### config.mk
export PLATFORM = sky130hd
export DESIGN_NAME = bus_decoder_ws
export DESIGN_NICKNAME = d
export VERILOG_FILES = /design/src/rtl/bus_decoder_ws_pkg.sv /design/src/rtl/bus_decoder_ws_match.sv /design/src/rtl/bus_decoder_ws.sv
export SDC_FILE = /design/constraint.sdc
export NUM_CORES = 1
export LEC_CHECK = 0
export CAP_MARGIN = 20
export CELL_PAD_IN_SITES_DETAIL_PLACEMENT = 0
export CELL_PAD_IN_SITES_GLOBAL_PLACEMENT = 1
export CORE_MARGIN = 4
export CORE_UTILIZATION = 40
export DETAILED_ROUTE_END_ITERATION = 6
export DONT_BUFFER_PORTS = 1
export PLACE_DENSITY_LB_ADDON = 0.08
export RECOVER_POWER = 50
export SLEW_MARGIN = 25
export SYNTH_ARGS = -nofsm -noshare
export SYNTH_HDL_FRONTEND = slang
export SYNTH_HIERARCHICAL = 1
export SYNTH_SLANG_ARGS = --single-unit
export TNS_END_PERCENT = 50
### constraint.sdc
create_clock -name clk -period 4.7 [get_ports clk]
set_input_delay 0.235 -clock clk [delete_from_list [all_inputs] [get_ports clk]]
set_output_delay 0.235 -clock clk [all_outputs]
set_load 0.05 [all_outputs]
### src/rtl/bus_decoder_ws_pkg.sv
`default_nettype none
// ============================================================================
// Module   : bus_decoder_ws_pkg
// Brief    : Shared types and constants for the wait-state bus decoder.
// Revision : 1.0 - initial release
// ============================================================================
package bus_decoder_ws_pkg;

    localparam int C_SHIFT_W             = 5;
    localparam int C_DEFAULT_BERR_CYCLES = 1024;

    typedef enum logic [2:0] {
        ST_IDLE    = 3'd0,
        ST_DECODE  = 3'd1,
        ST_WAIT    = 3'd2,
        ST_ACK     = 3'd3,
        ST_NOMATCH = 3'd4,
        ST_RELEASE = 3'd5
    } state_t;

endpackage
`default_nettype wire

### src/rtl/bus_decoder_ws_match.sv
`default_nettype none
// ============================================================================
// Module   : bus_region_match
// Brief    : Combinational priority region matcher; lowest index wins.
// Revision : 1.0 - initial release
// ============================================================================
module bus_region_match
    import bus_decoder_ws_pkg::*;
#(
    parameter int NUM_REGIONS = 16,
    parameter int ADDR_W      = 24,
    parameter int WAIT_W      = 4
) (
    input  logic [ADDR_W-1:0]              addr,
    input  logic [NUM_REGIONS*ADDR_W-1:0]  rgn_base,
    input  logic [NUM_REGIONS*C_SHIFT_W-1:0] rgn_shift,
    input  logic [NUM_REGIONS*WAIT_W-1:0]  rgn_wait,
    input  logic [NUM_REGIONS-1:0]         rgn_en,
    output logic [NUM_REGIONS-1:0]         match,
    output logic                           valid,
    output logic [WAIT_W-1:0]              wait_cnt
);

    logic [NUM_REGIONS-1:0] w_hit;

    for (genvar i = 0; i < NUM_REGIONS; i++) begin : g_region
        logic [C_SHIFT_W-1:0] w_sh;
        logic [ADDR_W-1:0]    w_mask;

        assign w_sh   = rgn_shift[i*C_SHIFT_W +: C_SHIFT_W];
        // A shift of ADDR_W or more ignores every bit, so the region matches all.
        assign w_mask = (32'(w_sh) >= ADDR_W) ? '0 : ({ADDR_W{1'b1}} << w_sh);
        assign w_hit[i] = rgn_en[i] &&
                          (((addr ^ rgn_base[i*ADDR_W +: ADDR_W]) & w_mask) == '0);
    end

    always_comb begin
        match    = '0;
        valid    = 1'b0;
        wait_cnt = '0;
        for (int i = 0; i < NUM_REGIONS; i++) begin
            if (w_hit[i] && !valid) begin
                match[i] = 1'b1;
                valid    = 1'b1;
                wait_cnt = rgn_wait[i*WAIT_W +: WAIT_W];
            end
        end
    end

endmodule
`default_nettype wire

### src/rtl/bus_decoder_ws.sv
`default_nettype none
// ============================================================================
// Module   : bus_decoder_ws
// Brief    : Region address decoder with per-region wait states and DTACK.
//            Define BUS_DECODER_BERR_EN to enable the no-match bus-error timeout.
// Revision : 1.0 - initial release
// ============================================================================
module bus_decoder_ws
    import bus_decoder_ws_pkg::*;
#(
    parameter int NUM_REGIONS = 16,
    parameter int ADDR_W      = 24,
    parameter int WAIT_W      = 4,
    parameter int BERR_CYCLES = C_DEFAULT_BERR_CYCLES
) (
    input  logic                             clk,
    input  logic                             reset_n,
    input  logic [ADDR_W-1:0]                addr,
    input  logic                             as_n,
    input  logic [NUM_REGIONS*ADDR_W-1:0]    rgn_base,
    input  logic [NUM_REGIONS*C_SHIFT_W-1:0] rgn_shift,
    input  logic [NUM_REGIONS*WAIT_W-1:0]    rgn_wait,
    input  logic [NUM_REGIONS-1:0]           rgn_en,
    output logic [NUM_REGIONS-1:0]           cs,
    output logic                             dtack_n,
    output logic                             berr_n,
    output logic                             busy
);

    state_t r_state;
    state_t w_next;

    logic [ADDR_W-1:0]                r_addr;
    logic [NUM_REGIONS*ADDR_W-1:0]    r_base;
    logic [NUM_REGIONS*C_SHIFT_W-1:0] r_shift;
    logic [NUM_REGIONS*WAIT_W-1:0]    r_wait;
    logic [NUM_REGIONS-1:0]           r_en;
    logic [NUM_REGIONS-1:0]           r_cs;
    logic [WAIT_W-1:0]                r_wcnt;

    logic [NUM_REGIONS-1:0] w_match;
    logic                   w_valid;
    logic [WAIT_W-1:0]      w_wait;

    // Matching runs on the latched snapshot so later bus changes cannot leak in.
    bus_region_match #(
        .NUM_REGIONS (NUM_REGIONS),
        .ADDR_W      (ADDR_W),
        .WAIT_W      (WAIT_W)
    ) u_match (
        .addr      (r_addr),
        .rgn_base  (r_base),
        .rgn_shift (r_shift),
        .rgn_wait  (r_wait),
        .rgn_en    (r_en),
        .match     (w_match),
        .valid     (w_valid),
        .wait_cnt  (w_wait)
    );

    always_ff @(posedge clk or negedge reset_n) begin
        if (!reset_n) begin
            r_state <= ST_IDLE;
        end else begin
            r_state <= w_next;
        end
    end

    always_comb begin
        w_next = r_state;
        case (r_state)
            ST_IDLE: begin
                if (!as_n) w_next = ST_DECODE;
            end
            ST_DECODE: begin
                if (as_n)         w_next = ST_RELEASE;
                else if (w_valid) w_next = ST_WAIT;
                else              w_next = ST_NOMATCH;
            end
            ST_WAIT: begin
                if (as_n)              w_next = ST_RELEASE;
                else if (r_wcnt == '0) w_next = ST_ACK;
            end
            ST_ACK: begin
                if (as_n) w_next = ST_RELEASE;
            end
            ST_NOMATCH: begin
                if (as_n) w_next = ST_RELEASE;
            end
            ST_RELEASE: begin
                w_next = ST_IDLE;
            end
            default: begin
                w_next = ST_IDLE;
            end
        endcase
    end

    always_ff @(posedge clk or negedge reset_n) begin
        if (!reset_n) begin
            r_addr  <= '0;
            r_base  <= '0;
            r_shift <= '0;
            r_wait  <= '0;
            r_en    <= '0;
            r_cs    <= '0;
            r_wcnt  <= '0;
        end else begin
            if (r_state == ST_IDLE && !as_n) begin
                r_addr  <= addr;
                r_base  <= rgn_base;
                r_shift <= rgn_shift;
                r_wait  <= rgn_wait;
                r_en    <= rgn_en;
            end
            if (r_state == ST_DECODE) begin
                r_cs   <= w_match;
                r_wcnt <= w_wait;
            end else if (r_state == ST_WAIT && r_wcnt != '0) begin
                r_wcnt <= r_wcnt - 1'b1;
            end
            // Any path into RELEASE drops the selects, including aborts from DECODE.
            if (w_next == ST_RELEASE) begin
                r_cs   <= '0;
                r_wcnt <= '0;
            end
        end
    end

`ifdef BUS_DECODER_BERR_EN
    localparam int TMO_W = $clog2(BERR_CYCLES);

    logic [TMO_W-1:0] r_tmo;
    logic             r_berr;

    always_ff @(posedge clk or negedge reset_n) begin
        if (!reset_n) begin
            r_tmo  <= '0;
            r_berr <= 1'b0;
        end else if (r_state == ST_NOMATCH && !as_n) begin
            if (!r_berr) begin
                if (r_tmo == TMO_W'(BERR_CYCLES - 1)) r_berr <= 1'b1;
                else                                   r_tmo  <= r_tmo + 1'b1;
            end
        end else begin
            r_tmo  <= '0;
            r_berr <= 1'b0;
        end
    end

    assign berr_n = ~r_berr;
`else
    assign berr_n = 1'b1;
`endif

    assign cs      = r_cs;
    assign dtack_n = (r_state != ST_ACK);
    assign busy    = (r_state != ST_IDLE);

endmodule
`default_nettype wire

==> results.sh <==
export IMPL_outcome="complete, but fails checks"
export IMPL_violations="max-capacitance violations, max-slew violations"
export IMPL_required_ps=5210
export IMPL_die_y_um=284
export IMPL_path_clk_slew_ps=60
export IMPL_ys_seq_area_share_pct=48.4
export IMPL_rows=101
export IMPL_fin_crit_sh_pct=92.5
export IMPL_path_depth=13
export IMPL_hpwlAfterDp_mm=80.3
export IMPL_vias=22535
export IMPL_io_pins=590
export IMPL_cp_end_kind="register"
export IMPL_cts_resized=0
export IMPL_clock_skew_ps=25.9
export IMPL_initial_utilization_pct=40.3
export IMPL_busiest_layer="met2"
export IMPL_fin_crit_ps=4350
export IMPL_final_setup_viol_count=0
export IMPL_rr_worst_depth=13
export IMPL_drt_iter0_markers=1475
export IMPL_yosysUniqueCellTypes=87
export IMPL_fin_util_pct=52.1
export IMPL_cp_max_fo=10
export IMPL_ys_top_cells_by_count="dfrtp_1, mux2_1, mux2_2"
export IMPL_firstDrtPassIters=7
export IMPL_cts_buffer_depth=3
export IMPL_slowest_delay_ps=750
export IMPL_clk_latency_ps=620
export IMPL_syn_area_mm2=0.0305
export IMPL_leakagePower_nw=16.1
export IMPL_die_area_mm2=0.0809
export IMPL_grt_pass1_vias=23741
export IMPL_grt_max_degree=592
export IMPL_ant_nets=0
export IMPL_design_core_area_mm2=0.0758
export IMPL_routedWlPerCell_um=26.9
export IMPL_ctsHtreeMaxLevel=3
export IMPL_critical_path_class="reg2reg"
export IMPL_relSlewSlack_pct=-123
export IMPL_cts_tree="yes"
export IMPL_synth_ff_type="dfrtp_1"
export IMPL_vdd_ir_drop_max_v=0.000353
export IMPL_setup_ws_ps=353
export IMPL_worst_slew_pin_slew_ps=3350
export IMPL_final_nets=3647
export IMPL_finalWirelength_mm=111
export IMPL_hold_viol=0
export IMPL_rsz0062_at_grt="false"
export IMPL_area_growth_pct=29.2
export IMPL_cap_violations=2
export IMPL_cts_sinks=591
export IMPL_maxSlewViolCount=220
export IMPL_worstHoldPathType="in2reg"
export IMPL_hold_ws_ps=42.4
export IMPL_layout_drive_gt1_share_pct=14.1
export IMPL_synth_edf_count=0
export IMPL_fmax_mhz=230
export IMPL_root_buffer="clkbuf_16"
export IMPL_synth_top_area_share_pct=48.4
export IMPL_io_buffers=0
export IMPL_dpl_worst_slack_ps=428
export IMPL_use_met1_pct=34.8
export IMPL_syn_num_nets=3112
export IMPL_grt_use_met3_pct=4.30
export IMPL_ys_warn_count=6
export IMPL_crit_chain="xnor2_1 -> maj3_1 -> a22o_1 -> a311oi_1 -> nor3_2 -> a31oi_1 -> and4_1 -> buf_4 -> and4_4 -> and4b_1 -> o41ai_2 -> o21ai_2 -> a221oi_1"
export IMPL_synthArstFlopShare_pct=100
export IMPL_tns_ps=0
export IMPL_worst_path_dominant_cell_family="simple AND/OR/NAND/NOR gates"
export IMPL_power_total_mw=29.2
export IMPL_cts_setup_buffers=0
export IMPL_whs_path_depth=3
export IMPL_cts_buffers=70
export IMPL_route_detailed_drc=0
export IMPL_grt_total_usage_pct=26.7
export IMPL_vias_per_cell=5.45
export IMPL_path_buf_inv=1
export IMPL_grt_use_met2_pct=46.5
export IMPL_avgSynthCellArea_um2=12.0
export IMPL_critPathArrivalTime_ps=4850
export IMPL_grt_pass1_wl_mm=161
export IMPL_synth_most_common_cell="dfrtp_1"
export IMPL_overflow=0
export IMPL_synth_area_leaders="dfrtp_1, mux2_1, mux2_2"
export IMPL_cts_hold_buf=569
export IMPL_die_w_um=284
export IMPL_antenna_found_initial=23
export IMPL_synth_largest_area_cell="dfrtp_1"
export IMPL_syn_inst=2539
export IMPL_start_kind="register"
export IMPL_place_congestion=0.884
export IMPL_cp_slowest_cell="nor3_2"
export IMPL_yosys_register_bits=591
export IMPL_p_per_area_mw_per_mm2=740
sequential cells by signal, indices dropped and copies added (netlist names):
| signal | flops |
|---|---|
| cs | 16 |
| r_shift | 80 |
| r_base | 384 |
| r_wait | 64 |
| r_en | 16 |
| r_state | 3 |
| r_wcnt | 4 |
| r_addr | 24 |
metal layers:
metal  part of all wire (%)  vias to the layer above
li1                       -                    10208
met1                     43                    11466
met2                     50                      699
met3                    4.7                      152
met4                    2.4                       10
met5                  0.047                        -
report_power, final:
| part | total (mW) | switching, mW | internal (mW) |
|---|---|---|---|
| clock | 5.61 | 2.28 | 3.33 |
| sequential | 11.3 | 3.66 | 7.69 |
| combinational | 12.3 | 6.05 | 6.21 |
| total | 29.2 | 12.0 | 17.2 |
worst reg2reg max path: cells and delay by family, from the launching register on:
family	cells	cell delay, ps
adders and majority gates	1	250
xor gates and xnor gates	1	390
buffers and inverters	1	160
AOI/OAI and AO/OA	6	1350
DFF	1	550
and+or+nand+nor	4	1540
final cells by class:
type	instances	area (um2)
Tap cell	978	1220
Timing Repair Buffer	637	6310
Clock inverter	25	282
Antenna cell	26	65.1
Clock buffer	102	2060
Multi-Input combinational cell	1739	14600
Sequential cell	591	14800
Inverter	35	131
Fill cell	6646	36300
through the flow:
step,instances,instance area [um2]
after detailed placement,3405,31300
after floorplan,2539,30500
after global placement,3405,31300
after CTS,4101,39300
after global routing,4118,39400
final,4133,39500
layout by cell type (no fill, tap or decap), types with 39 or more instances in the layout:
master           n
buf_4           56
o21ai_0         73
mux2_1         358
a21oi_1        125
dlygate4sd3_1  570
nand2_1        116
xnor2_1        186
dfrtp_1        567
nand3_1         39
clkbuf_16       72
mux2_2         210
xor2_1         198
nor2_1          57
cells by family after synthesis:
| logic type | Yosys count | synth area share (%) |
|---|---|---|
| DFF | 591 | 48.4 |
| muxes | 570 | 21.0 |
| AOI/OAI and AO/OA | 452 | 10.2 |
| xor gates and xnor gates | 385 | 11.1 |
| and+or+nand+nor | 322 | 5.14 |
| buffers and inverters | 209 | 3.90 |
| adders and majority gates | 9 | 0.311 |
| other | 1 | 0.0123 |
final timing paths:
kind	startpoint	to	slack, ps
setup reg to reg	r_addr[6]	r_wcnt[0]	350
max in group asynchronous	reset_n	r_addr[23]	910
setup / recovery	r_addr[6]	r_wcnt[0]	350
hold / removal	as_n	r_state[0]	40
min in group asynchronous	reset_n	r_base[303]	1270
hold reg to reg	r_wait[30]	r_wait[30]	480
Power figures use the tool's default switching activity.
